--- src/rtl/mem_port_arbiter.sv ---
// mem_port_arbiter: merges two OBI-style request streams onto one memory port.
// Outstanding transactions are tracked in an in-order ID FIFO so that every
// response is routed back to the master that issued the request.
// Build option: define ARB_ROUND_ROBIN_EN for round-robin arbitration between
// the two masters; without it, master 0 has fixed priority over master 1.
module mem_port_arbiter #(
    parameter int unsigned DATA_WIDTH = 32,
    parameter int unsigned ADDR_WIDTH = 32,
    parameter int unsigned MAX_OUTST  = 4
) (
    input  logic                    clk,
    input  logic                    rst_ni,

    input  logic                    m0_req,
    input  logic [ADDR_WIDTH-1:0]   m0_addr,
    input  logic                    m0_we,
    input  logic [DATA_WIDTH/8-1:0] m0_be,
    input  logic [DATA_WIDTH-1:0]   m0_wdata,
    output logic                    m0_gnt,
    output logic                    m0_rvalid,
    output logic                    m0_err,
    output logic [DATA_WIDTH-1:0]   m0_rdata,

    input  logic                    m1_req,
    input  logic [ADDR_WIDTH-1:0]   m1_addr,
    input  logic                    m1_we,
    input  logic [DATA_WIDTH/8-1:0] m1_be,
    input  logic [DATA_WIDTH-1:0]   m1_wdata,
    output logic                    m1_gnt,
    output logic                    m1_rvalid,
    output logic                    m1_err,
    output logic [DATA_WIDTH-1:0]   m1_rdata,

    output logic                    mem_req,
    output logic [ADDR_WIDTH-1:0]   mem_addr,
    output logic                    mem_we,
    output logic [DATA_WIDTH/8-1:0] mem_be,
    output logic [DATA_WIDTH-1:0]   mem_wdata,
    input  logic                    mem_gnt,
    input  logic                    mem_rvalid,
    input  logic                    mem_err,
    input  logic [DATA_WIDTH-1:0]   mem_rdata,

    output logic                    spurious_rvalid
);

    localparam int unsigned PTR_W = (MAX_OUTST > 1) ? $clog2(MAX_OUTST) : 1;
    localparam int unsigned CNT_W = $clog2(MAX_OUTST + 1);
    localparam logic [PTR_W-1:0] PTR_LAST = PTR_W'(MAX_OUTST - 1);
    localparam logic [CNT_W-1:0] CNT_FULL = CNT_W'(MAX_OUTST);

    typedef enum logic {
        MASTER_0 = 1'b0,
        MASTER_1 = 1'b1
    } master_e;

    master_e           sel;
    logic              sel_req;
    logic              lock_q;
    master_e           lock_sel_q;
    logic              lock_valid;
    logic              full;
    logic              push;
    logic              pop;
    logic [CNT_W-1:0]  count_q;
    logic [PTR_W-1:0]  wptr_q;
    logic [PTR_W-1:0]  rptr_q;
    master_e           id_fifo_q [MAX_OUTST];
    master_e           head_id;
    logic              spurious_q;

`ifdef ARB_ROUND_ROBIN_EN
    master_e           last_q;
`endif

    // Advance a FIFO pointer, wrapping at MAX_OUTST.
    function automatic logic [PTR_W-1:0] ptr_inc(input logic [PTR_W-1:0] p);
        return (p == PTR_LAST) ? '0 : p + PTR_W'(1);
    endfunction

    // A lock only holds while the locked master keeps requesting.
    always_comb begin
        lock_valid = 1'b0;
        if (lock_q) begin
            lock_valid = (lock_sel_q == MASTER_0) ? m0_req : m1_req;
        end
    end

    // Master selection: held lock first, then arbitration between requesters.
    always_comb begin
        sel = MASTER_0;
        if (lock_valid) begin
            sel = lock_sel_q;
        end else if (m0_req && m1_req) begin
`ifdef ARB_ROUND_ROBIN_EN
            sel = (last_q == MASTER_0) ? MASTER_1 : MASTER_0;
`else
            sel = MASTER_0;
`endif
        end else if (m1_req) begin
            sel = MASTER_1;
        end
    end

    // Request path: zero-latency mux towards the memory port.
    always_comb begin
        sel_req   = (sel == MASTER_0) ? m0_req : m1_req;
        full      = (count_q == CNT_FULL);
        mem_req   = rst_ni && sel_req && !full;
        mem_addr  = (sel == MASTER_0) ? m0_addr  : m1_addr;
        mem_we    = (sel == MASTER_0) ? m0_we    : m1_we;
        mem_be    = (sel == MASTER_0) ? m0_be    : m1_be;
        mem_wdata = (sel == MASTER_0) ? m0_wdata : m1_wdata;
        push      = mem_req && mem_gnt;
        m0_gnt    = push && (sel == MASTER_0);
        m1_gnt    = push && (sel == MASTER_1);
    end

    // Response path: the FIFO head names the master owning this response.
    always_comb begin
        pop       = mem_rvalid && (count_q != '0);
        head_id   = id_fifo_q[rptr_q];
        m0_rvalid = pop && (head_id == MASTER_0);
        m1_rvalid = pop && (head_id == MASTER_1);
        m0_err    = m0_rvalid && mem_err;
        m1_err    = m1_rvalid && mem_err;
        m0_rdata  = mem_rdata;
        m1_rdata  = mem_rdata;
    end

    // Lock register: remember the selection while its request is stalled.
    always_ff @(posedge clk) begin
        if (!rst_ni) begin
            lock_q     <= 1'b0;
            lock_sel_q <= MASTER_0;
        end else if (mem_req && !mem_gnt) begin
            lock_q     <= 1'b1;
            lock_sel_q <= sel;
        end else begin
            lock_q     <= 1'b0;
        end
    end

`ifdef ARB_ROUND_ROBIN_EN
    // Last-granted master, updated only on an accepted grant.
    always_ff @(posedge clk) begin
        if (!rst_ni) begin
            last_q <= MASTER_1;
        end else if (push) begin
            last_q <= sel;
        end
    end
`endif

    // ID FIFO storage: written at the write pointer on each accepted grant.
    always_ff @(posedge clk) begin
        if (push) begin
            id_fifo_q[wptr_q] <= sel;
        end
    end

    // ID FIFO pointers and occupancy count.
    always_ff @(posedge clk) begin
        if (!rst_ni) begin
            count_q <= '0;
            wptr_q  <= '0;
            rptr_q  <= '0;
        end else begin
            if (push) begin
                wptr_q <= ptr_inc(wptr_q);
            end
            if (pop) begin
                rptr_q <= ptr_inc(rptr_q);
            end
            case ({push, pop})
                2'b10:   count_q <= count_q + CNT_W'(1);
                2'b01:   count_q <= count_q - CNT_W'(1);
                default: count_q <= count_q;
            endcase
        end
    end

    // Sticky flag for responses that arrive with nothing outstanding.
    always_ff @(posedge clk) begin
        if (!rst_ni) begin
            spurious_q <= 1'b0;
        end else if (mem_rvalid && (count_q == '0)) begin
            spurious_q <= 1'b1;
        end
    end

    assign spurious_rvalid = spurious_q;

endmodule

--- config.mk ---
export PLATFORM = sky130hd
export DESIGN_NAME = mem_port_arbiter
export DESIGN_NICKNAME = d
export VERILOG_FILES = /design/src/rtl/mem_port_arbiter.sv
export SDC_FILE = /design/constraint.sdc
export NUM_CORES = 1
export LEC_CHECK = 0
export CAP_MARGIN = 10
export CELL_PAD_IN_SITES_DETAIL_PLACEMENT = 1
export CELL_PAD_IN_SITES_GLOBAL_PLACEMENT = 1
export CORE_ASPECT_RATIO = 1.5
export CORE_MARGIN = 3
export CORE_UTILIZATION = 15
export CTS_BUF_LIST = sky130_fd_sc_hd__clkbuf_8
export CTS_CLUSTER_SIZE = 24
export DETAILED_ROUTE_END_ITERATION = 10
export PLACE_DENSITY = 0.75
export SLEW_MARGIN = 15
export SYNTH_ARGS = -nofsm -noshare
export SYNTH_HDL_FRONTEND = slang
export SYNTH_SLANG_ARGS = --single-unit
--- constraint.sdc ---
create_clock -name clk -period 2 [get_ports clk]
set_input_delay 0.3 -clock clk [delete_from_list [all_inputs] [get_ports clk]]
set_output_delay 0.3 -clock clk [all_outputs]
set_load 0.05 [all_outputs]
==> impl_metrics.env <==
export IMPL_status="finished, final reports clean"
export IMPL_wire_per_inst_um=20.1
export IMPL_ys_seq_elements=16
export IMPL_synth_cells=218
export IMPL_synth_area_leaders="mux2_4 42%, buf_4 20%, dfxtp_1 9.9%"
export IMPL_critPathMaxStageDelay_ns=0.33
export IMPL_peakVddDrop_mv=0.249
export IMPL_clk_latency_ns=0.25
export IMPL_async_flop_share_pct=0
export IMPL_ant_nets=0
export IMPL_worstPathRequired_ns=1.70
export IMPL_dr_pass1_iters=4
export IMPL_place_congestion=0.854
export IMPL_synth_edff_count=4
export IMPL_drive_above_1_share_pct=49.5
export IMPL_cts_buffer_depth=2
export IMPL_p_leak_nw=2.39
export IMPL_max_slew_margin_rel_pct=66.4
export IMPL_row_count=56
export IMPL_final_util_pct=35.3
export IMPL_arrival_ns=1.70
export IMPL_synth_main_ff_cell="dfxtp_1"
export IMPL_final_min_clock_period_ns=2.00
export IMPL_setup_violations=0
export IMPL_grt_pass1_vias=2648
export IMPL_worstPathCellList="a21bo_4, nand2_4, inv_12, buf_12, buf_16, mux2_4, buf_12"
export IMPL_floorplan_initialDensity_pct=15.5
export IMPL_worst_pin_slew_ns=0.503
export IMPL_powerDensity_nw_per_um2=516
export IMPL_syn_area_um2=2440
export IMPL_core_area_um2=15800
export IMPL_clk_pin_slew_ns=0.06
export IMPL_dp_slack_ns=-0.307
export IMPL_cp_num_buf_inv=4
export IMPL_area_growth_pct=128
export IMPL_grt_antenna_before_repair=0
export IMPL_totalWireLength_um=12200
export IMPL_fin_setup_tns_ns=0
export IMPL_layout_worst_path_cycle_share_pct=99.9
export IMPL_ys_top_cells_by_count="68 x mux2_4, 64 x buf_4, 12 x dfxtp_1"
export IMPL_worst_hold_slack_ns=0.477
export IMPL_ys_types=33
export IMPL_htreeDepth=1
export IMPL_ys_seq_area_share_pct=14.8
export IMPL_design_die_area_um2=17800
export IMPL_die_x_um=110
export IMPL_yosysTopAreaCellShare_pct=41.9
export IMPL_instances_no_fill=607
export IMPL_max_cap_violations=0
export IMPL_dpl_cell_area_um2=5290
export IMPL_cts_inserted_buffers=3
export IMPL_finish_instance_area_um2=5560
export IMPL_drt_first_iter_violations=52
export IMPL_gr_usage_all_layers_pct=12.4
export IMPL_syn_nets=402
export IMPL_skew_ns=0.00488
export IMPL_finalPower_mw=2.87
export IMPL_hold_viol=0
export IMPL_io_buffer_count=221
export IMPL_slew_violations=0
export IMPL_min_path_type="flop to flop"
export IMPL_yosysWarnings=0
export IMPL_fmax_mhz=500
export IMPL_cts_tree="built"
export IMPL_num_antenna_cells=0
export IMPL_yosysMostFrequentCell="mux2_4"
export IMPL_slowest_stage="dfxtp_2"
export IMPL_rsz0062_at_grt="yes"
export IMPL_cp_max_fo=8
export IMPL_synth_area_per_cell_um2=11.2
export IMPL_end_kind="output port"
export IMPL_drc=0
export IMPL_crit_path_start_kind="flop"
export IMPL_place_inst=593
export IMPL_die_h_um=162
export IMPL_cts_num_sinks=16
export IMPL_viasPerCell=3.83
export IMPL_vias=2327
export IMPL_grt_pass1_wl_um=16400
export IMPL_yosys_area_top_type="mux2_4"
export IMPL_hpwl_um=10700
export IMPL_layout_setup_ws_ns=0.00140
export IMPL_crit_family="buffers and inverters"
export IMPL_ioPinCount=318
export IMPL_crit_type="flop to output port"
export IMPL_path_common_cell="buf_12"
export IMPL_root_buffer="clkbuf_8"
export IMPL_grt_ovfl_total=0
export IMPL_grt_max_degree=14
export IMPL_layout_nets=589
## worst paths after layout
check             slack (ns)  cells after the start      endpoint       start
setup reg to reg        0.03                      8    count_q[2]  count_q[2]
hold reg to reg         0.48                      2    lock_sel_q  lock_sel_q
setup / recovery       0.001                      7  mem_addr[31]  lock_sel_q
hold / removal          0.48                      2    lock_sel_q  lock_sel_q
## power breakdown
group	switching, mW	internal [mW]
Sequential	0.0337	0.391
Combinational	0.993	1.17
Clock	0.113	0.175
## worst register-to-register path: cells and delay by family (launching register included)
family	cells	cell delay, ns
fa+ha+maj	2	0.46
flops	1	0.34
compound gates	1	0.12
buf+inv	1	0.05
simple gates	3	0.79
xor+xnor	1	0.15
## area by class of cell
cell class,instances,area [µm²]
fill,1668,10200
timing repair buffer,254,3350
multi-input combinational,122,1490
sequential,16,368
tap,203,254
clock buffer,4,55.1
inverter,8,42.5
## kinds of logic after synthesis
kind of cell | Yosys count | share of synthesized area, %
multiplexers | 73 | 44.5
XOR/XNOR | 2 | 0.719
buffers and inverters | 80 | 25.6
flip-flops | 16 | 14.8
AND/OR/NAND/NOR | 30 | 7.13
AO/OA/AOI/OAI | 10 | 3.34
adder cells (fa/ha/maj) | 7 | 3.90
## repair_timing
action                                  in CTS  in global routing
pin swaps                                    4                  0
gates resized for setup                     20                  9
endpoints found under the setup margin      71                 71
gates cloned                                 2                  0
hold buffers                                 0                  0
setup buffers                                8                  1
endpoints found under the hold margin        0                  0
## cells in the final DEF (no fill, tap or decap), types with 3 or more instances in the layout
master / count
and3_1: 5
buf_12: 77
buf_4: 17
buf_6: 9
buf_8: 3
clkbuf_8: 4
clkdlybuf4s50_1: 143
dfxtp_1: 8
dfxtp_2: 3
edfxtp_1: 4
ha_1: 5
inv_1: 6
mux2_4: 68
mux2i_1: 3
nand2_1: 6
o21ai_0: 4
## metal layers
layer	vias up	global-route usage [%]	wire length, µm
li1	1056	-	-
met1	1077	11.1	3530
met2	190	23.5	6420
met3	4	7.95	2180
met4	0	1.25	74
met5	-	0	0
Note: power is estimated with default switching activity, not from simulation.
